--- config.mk ---
export PLATFORM = sky130hd
export DESIGN_NAME = timer_ctrl
export DESIGN_NICKNAME = d
export VERILOG_FILES = /design/src/rtl/timer_ctrl.sv
export SDC_FILE = /design/constraint.sdc
export NUM_CORES = 1
export LEC_CHECK = 0
export CAP_MARGIN = 10
export CELL_PAD_IN_SITES_DETAIL_PLACEMENT = 0
export CELL_PAD_IN_SITES_GLOBAL_PLACEMENT = 2
export CORE_ASPECT_RATIO = 0.8
export CORE_MARGIN = 2
export CORE_UTILIZATION = 36
export CTS_BUF_LIST = sky130_fd_sc_hd__clkbuf_2
export DETAILED_ROUTE_END_ITERATION = 16
export GPL_TIMING_DRIVEN = 1
export PLACE_DENSITY_LB_ADDON = 0.3
export SLEW_MARGIN = 40
export SYNTH_ARGS = -nofsm -noshare
export SYNTH_HDL_FRONTEND = slang
export SYNTH_SLANG_ARGS = --single-unit
--- constraint.sdc ---
create_clock -name clk -period 2.9 [get_ports clk]
set_input_delay 0.435 -clock clk [delete_from_list [all_inputs] [get_ports clk]]
set_output_delay 0.435 -clock clk [all_outputs]
set_load 0.02 [all_outputs]
--- src/rtl/timer_ctrl.sv ---
// Timer control sequencer: shadow config, prescaled down-counter and a
// one-shot/periodic run FSM with a sticky expiry flag.
module timer_ctrl #(
  parameter int WIDTH = 16,
  parameter int PSC_W = 8
) (
  input  logic             clk,
  input  logic             clr,
  input  logic             cfg_we,
  input  logic [WIDTH-1:0] cfg_load,
  input  logic [PSC_W-1:0] cfg_psc,
  input  logic             cfg_periodic,
  input  logic             start,
  input  logic             stop,
  input  logic             irq_ack,
  output logic [WIDTH-1:0] count,
  output logic             tick,
  output logic             running,
  output logic             expired
);

  typedef enum logic [1:0] {IDLE, RUN, PAUSE, DONE} state_t;

  state_t           state_q, state_d;
  logic [WIDTH-1:0] count_q, count_d;
  logic [WIDTH-1:0] load_q, load_d;
  logic [PSC_W-1:0] psc_q, psc_d;
  logic [PSC_W-1:0] psc_cnt_q, psc_cnt_d;
  logic [PSC_W-1:0] psc_act_q, psc_act_d;
  logic             periodic_q, periodic_d;
  logic             running_q, running_d;
  logic             expired_q, expired_d;
  logic             tick_w;
  logic             expire_w;

  always_comb begin
    // psc_act holds the divide value of the interval in progress, so a new
    // shadow psc only applies from the next prescaler wrap.
    tick_w     = (state_q == RUN) && !stop && (psc_cnt_q == psc_act_q);
    expire_w   = tick_w && (count_q == WIDTH'(1));

    state_d    = state_q;
    count_d    = count_q;
    psc_cnt_d  = psc_cnt_q;
    psc_act_d  = psc_act_q;
    load_d     = load_q;
    psc_d      = psc_q;
    periodic_d = periodic_q;
    expired_d  = expired_q;

    if (cfg_we) begin
      load_d     = cfg_load;
      psc_d      = cfg_psc;
      periodic_d = cfg_periodic;
    end

    if (expire_w) begin
      expired_d = 1'b1;
    end else if (irq_ack) begin
      expired_d = 1'b0;
    end

    case (state_q)
      IDLE, DONE: begin
        if (stop) begin
          state_d = IDLE;
          count_d = '0;
        end else if (start && (load_q != '0)) begin
          state_d   = RUN;
          count_d   = load_q;
          psc_cnt_d = '0;
          psc_act_d = psc_q;
        end
      end
      RUN: begin
        if (stop) begin
          state_d = PAUSE;
        end else if (tick_w) begin
          psc_cnt_d = '0;
          psc_act_d = psc_q;
          if (expire_w) begin
            // Reload uses the shadow value as it stood before this edge.
            if (periodic_q && (load_q != '0)) begin
              count_d = load_q;
            end else begin
              state_d = DONE;
              count_d = '0;
            end
          end else if (count_q != '0) begin
            count_d = count_q - WIDTH'(1);
          end
        end else begin
          psc_cnt_d = psc_cnt_q + PSC_W'(1);
        end
      end
      PAUSE: begin
        if (stop) begin
          state_d   = IDLE;
          count_d   = '0;
          psc_cnt_d = '0;
        end else if (start) begin
          state_d = RUN;
        end
      end
      default: state_d = IDLE;
    endcase

    running_d = (state_d == RUN);
  end

  always_ff @(posedge clk or posedge clr) begin
    if (clr) begin
      state_q    <= IDLE;
      count_q    <= '0;
      psc_cnt_q  <= '0;
      psc_act_q  <= '0;
      load_q     <= '0;
      psc_q      <= '0;
      periodic_q <= 1'b0;
      running_q  <= 1'b0;
      expired_q  <= 1'b0;
    end else begin
      state_q    <= state_d;
      count_q    <= count_d;
      psc_cnt_q  <= psc_cnt_d;
      psc_act_q  <= psc_act_d;
      load_q     <= load_d;
      psc_q      <= psc_d;
      periodic_q <= periodic_d;
      running_q  <= running_d;
      expired_q  <= expired_d;
    end
  end

  assign count   = count_q;
  assign tick    = tick_w;
  assign running = running_q;
  assign expired = expired_q;

endmodule

[Word-level counts from Yosys, hierarchy flattened]
Cells that the tools add are included.
Storage, ports and cells
  bits in registers: 61
  input bits: 31
  output and inout bits: 19
  logic and storage cells: 70
Cells by class
  $add $sub $neg: 2
  eq/ne operators: 13
  muxes and demuxes: 31
  reductions and logical operators: 15
Operators with widths (count)
  two-way mux 16 bit: 8
  two-way mux 8 bit: 9
  one-hot mux 16 bit (3 select lines): 1
  nonzero test 16 bit: 2
  one-hot mux 8 bit (3 select lines): 1
  equality test 16 x 1 -> 1 bit, second input constant: 1
  two-way mux 2 bit: 8
  one-hot mux 8 bit (2 select lines): 1
  subtractor 16 x 1 -> 16 bit, second input constant: 1
  inequality test 2 bit, second input constant: 5
  AND reduction 5 bit: 2
  adder 8 x 1 -> 8 bit, second input constant: 1
  equality test 8 bit: 1
  one-hot mux 2 bit (3 select lines): 1
  logical AND 1 bit: 5
  equality test 2 x 1 -> 1 bit, second input constant: 2
  equality test 2 bit, second input constant: 2
  AND reduction 4 bit: 1
  nonzero test 2 bit: 2
  inequality test 3 x 2 -> 1 bit, second input constant: 1
  inequality test 3 bit, second input constant: 1
  logical NOT 2 bit: 1
  two-way mux 1 bit: 2
  OR reduction 2 bit: 1
  logical NOT 1 bit: 1

[Logic depth before layout (Yosys ltp)]
  depth in word-level cells: 9
  depth in mapped cells: 10

[Least setup slack after synthesis]
OpenSTA, ideal clock, no wires.
  path kind: flip-flop to flip-flop
  start: reg count_q[6] (netlist: count[6])
  end: reg count_q[0] (netlist: count[0])
  arrival time: 2.592 ns
  data required time: 2.770 ns
  setup slack: 0.178 ns
  stages on the path, launching flop included: 9
  buffers on the path: 2
  period minus slack after synthesis: 2.722 ns
  cells stage by stage: dfrtp_1 > or4_1 > buf_2 > or4_4 > nor4_4 > buf_6 > nor2_2 > a221oi_1 > a21oi_1
Between the ends
  cells in the longest elaborated chain, start to end: 6
  elaborated cells between the ends (all ways): 9
Ends and longest elaborated chain
  start, declared: line 25  | logic [WIDTH-1:0] count_q, count_d;
  start signal, assigned: line 124  | count_q <= count_d;
  equality test 16 x 1 -> 1 bit: line 40  | expire_w = tick_w && (count_q == WIDTH'(1));
  logical AND 1 bit: line 40
  two-way mux 16 bit: line 81  | if (expire_w) begin
  two-way mux 16 bit: line 78  | end else if (tick_w) begin
  two-way mux 16 bit: line 76  | if (stop) begin
  one-hot mux 16 bit (3 select lines): line 63  | case (state_q)
Parallel ways exist; a longest one is shown, timed or not. The select of a mux whose other input is x is not followed.
A chain may end at the register's enable or synchronous reset.

[Worst setup path after layout]
  start: reg count_q[2] (netlist: count[2])
  end: reg count_q[10] (netlist: count[10])
Between the ends
  cells in the longest elaborated chain, start to end: 6
  elaborated cells between the ends (all ways): 11
Ends and longest elaborated chain (line)
  subtractor 16 x 1 -> 16 bit or equality test 16 x 1 -> 1 bit (tied branches): 90, 40
  two-way mux 16 bit or logical AND 1 bit (tied branches): 89, 40
  two-way mux 16 bit: 81
  two-way mux 16 bit: 78
  two-way mux 16 bit: 76
  one-hot mux 16 bit (3 select lines): 63
Parallel ways exist; a longest one is shown, timed or not. The select of a mux whose other input is x is not followed.

==> results summary <==
The half-perimeter wire length after detailed placement came out at 6390 um. The buffer depth of the longest clock path is 2. The synthesized design spends more area on one cell type than any other, namely dfrtp_1. The slew of the pin with the lowest slew margin is ~0.74 ns. The sequential group share of total power is 42.7%. The number of vias per cell is 5.51. The share of synthesized flip-flops with an asynchronous set or reset came out at 100%. At the end of routability-driven placement, the weighted congestion stood at 0.823.

The leakage power figure is around 0.0017 uW. The DRC violation count after routing is 0. The final number of hold-violating endpoints is 0.

After clock tree synthesis, the flow added hold-fix buffers numbering 0. On the final layout, the worst clock skew is 0.0250 ns. The cell count after placement came out at 477.

Global routing finished with a remaining overflow of 0. Of the post-synthesis cell area, the dominant cell type holds 47.2%. At the later pin of the worst-skew pair, clock insertion delay measures between 0.5 and 0.6 ns. After detailed routing, the total wire length is 8630 um. The slack of the worst reg-to-reg path came out at ~0.13 ns. Setup repair after global routing left no endpoint under its margin.

The number of warning messages in the yosys log is 0. The critical path required time is around 3.3 ns. The startpoint identified for the worst register-to-register timing path is count[2]. The number of nets handed over by synthesis was ~340. The number of distinct library cell variants in the gate-level netlist after synthesis came out at 48. The number of antenna repair diodes is 0.

The critical path in this run is classified as flip-flop to flip-flop. The number of non-filler instances in the completed layout is 494. The achievable clock frequency is 361 MHz.

TritonCTS built the clock tree. Hold timing on the final database bottoms out at a slack of approximately 0.15 ns. The number of cell rows came out at 30. The share of the clock period used by the worst path after layout is 95.4%.

The initial antenna violation count is 0. The min-delay analysis places its worst path in the category input pin to asynchronous set/reset pin. The via count of the first global-routing pass came out at around 2.6k. The die covers 0.00976 mm2. The final setup TNS is 0 ns. Relative to the synthesized area, the layout overhead comes to 28.1%.

The shortest period the worst path allows came out at 2.77 ns. The first-iteration detailed-routing DRC count came out at 121. The data arrival time of the critical path is roughly 3.2 ns.

The synthesized instance count came out at 305. The maximum fanout along the worst path came out at 9. The combined global-route utilization of all metal layers came out at 19.9%. Across the VDD grid, the largest voltage drop is 0.266 mV. STA classifies the critical path startpoint as a flip-flop. Net switching is approximately 37% of the power. The worst setup path is captured at a flip-flop. The fraction of final layout cells sized beyond drive strength 1 is between 20% and 30%. The overall die height is 88.8 um. The power density relative to cell area came out at 639 mW/mm2. The number of levels in the clock H-tree came out at 3. The number of input and output port buffers inserted is 49.

The final count of negative-setup-slack endpoints came out at 0. In the final routed layout, each cell accounts on average for 17.5 um. Entering global routing, the biggest net connects 51 pins.

The run finished with clean final reports. The number of enable-type register cells in the synthesized netlist is 0. The worst register-to-register path ends at count[10].

Clock tree synthesis selected as its root buffer the cell clkbuf_2. In the post-synthesis netlist, the cell with the most instances is dfrtp_1. After synthesis, the cell types taking the most area are dfrtp_1, mux2_2, o21ai_0. Clock tree synthesis found a total of between 60 and 70 sinks. The wire length of the first global-routing pass came out at 14300 um. The core box area is between 0.008 and 0.009 mm2. The die span in x came out at 110 um. Measured against its own limit, the worst slew margin works out to approximately 50%. Sorting the synthesized cells by how often they occur yields dfrtp_1, mux2_2, nand2_1. The CTS buffer count is 9. The final-report max-slew violation count is 0.

The internal power is roughly 1700 uW. Once placement finished, the instance area stood at 0.00400 mm2. The number of nets in the layout is 414. The reported max-cap violation count came out at 0. The number of synthesized register bits came out at 61. The clock network is responsible for 20.7% of the overall power.

The count of pins on the block boundary is 50. The number of optimization iterations in the first detailed-route pass came out at 4. The sequential element share of the synthesized area is 47.2%. The total standard cell area after synthesis came out at 0.00323 mm2. The count of antenna-violating nets left after detailed routing is 0. The mean instance size in the synthesized netlist came out at ~11 um2. The switching power total is 990 uW. The most used flip-flop cell after synthesis is dfrtp_1. The initial core utilization is between 30% and 40%. The number of cells on the worst reg-to-reg path is 7. The cell area after layout came out at 0.00414 mm2. The clock slew seen by the registers of the worst setup and hold paths is between 0.15 and 0.2 ns. The combinational cell fraction of total power is a little over a third.

The via count came out at ~2.7k.
## worst max-delay path by stage
stage | start | to | slack, ns | cells after the start
after floorplan | count[6] | count[0] | 0.18 | 8
after global placement | count[4] | count[10] | 0.08 | 7
after detailed placement | count[2] | count[10] | 0.16 | 7
after CTS | psc_cnt_q[4] | tick | 0.04 | 4
after global routing | count[2] | count[0] | 0.02 | 7
final | count[2] | count[10] | 0.13 | 7
## power by group through the flow
stage / Combinational [uW] / Sequential, uW / Clock (uW)
final: 968 / 1130 / 548
after global placement: 950 / 1140 / 0
after detailed placement: 955 / 1150 / 0
after global routing: 1060 / 1150 / 603
after CTS: 968 / 1130 / 568
after floorplan: 507 / 1190 / 0
## placed cells by master (no fill, tap or decap), drive strengths merged, types with 2 or more instances in the layout
cell type      count
nand3              5
buf               25
inv               13
nor4              10
o2bb2ai            9
nand2             20
a22oi              2
a211oi             3
o41ai              4
a221oi             4
clkbuf             9
or3                5
nand4              2
dfrtp             61
clkinv             3
or4                9
o31ai              2
nor2              19
o211ai             2
nor3               6
nand3b             2
and3               2
o21ai             19
nor3b              2
nor2b              5
mux2              33
clkinvlp           2
a32oi              4
nand2b             3
xnor2             10
ha                 6
o22ai              4
clkdlybuf4s50     48
mux2i              3
a21oi             16
## worst max-delay path, stage by stage (launching register included)
cell       delay, ns
dfrtp_1         0.42
or4_1           0.58
or4_4           0.63
nor4_4          0.36
buf_6           0.20
nor2_2          0.11
a22oi_1         0.25
o2bb2ai_1       0.11
## stage by stage
step | utilization (%) | total power (uW) | setup WS (ns)
after floorplan | - | 1700 | 0.178
after global routing | 48.2 | 2820 | 0.0156
after CTS | 48.1 | 2670 | 0.0443
after global placement | 46.5 | 2090 | 0.0759
final | 48.2 | 2650 | 0.134
after detailed placement | 46.6 | 2100 | 0.159
## timing repair
| action | CTS | global route |
|---|---|---|
| pin swaps | 1 | 1 |
| resized for setup | 1 | 2 |
| setup endpoints to repair | 1 | 3 |
| setup buffers | 1 | 0 |
## metal layers
layer  global-route usage (%)  part of all wire, %  vias up
li1                         -                    -     1294
met1                     32.6                   54     1332
met2                     24.6                   39       86
met3                     4.86                  5.9       12
met4                     6.33                  1.4        0
met5                        0                    0        -
## state kept, by name, summed over array words and instances (netlist names)
name / count
expired: 1
psc_cnt_q: 8
periodic_q: 1
count: 16
psc_act_q: 8
load_q: 16
running: 1
state_q: 2
psc_q: 8
## area by class of cell
cell class,instances,area (um2)
Clock buffer,9,45.0
Clock inverter,7,75.1
Fill cell,805,4450
Inverter,12,45.0
Multi-Input combinational cell,219,1610
Sequential cell,61,1530
Tap cell,112,140
Timing Repair Buffer,74,697
## kinds of logic (layout without fill, tap and decap cells)
| logic type | after synthesis | count (layout) | synth area share [%] |
|---|---|---|---|
| XOR/XNOR | 11 | 11 | 2.98 |
| buffers and inverters | 25 | 102 | 3.29 |
| multiplexers | 36 | 36 | 12.4 |
| AND/OR/NAND/NOR | 91 | 91 | 15.4 |
| AO/OA/AOI/OAI | 75 | 75 | 16.4 |
| adder cells (fa/ha/maj) | 6 | 6 | 2.32 |
| flip-flops | 61 | 61 | 47.2 |
(Power assumes the default switching activity.)
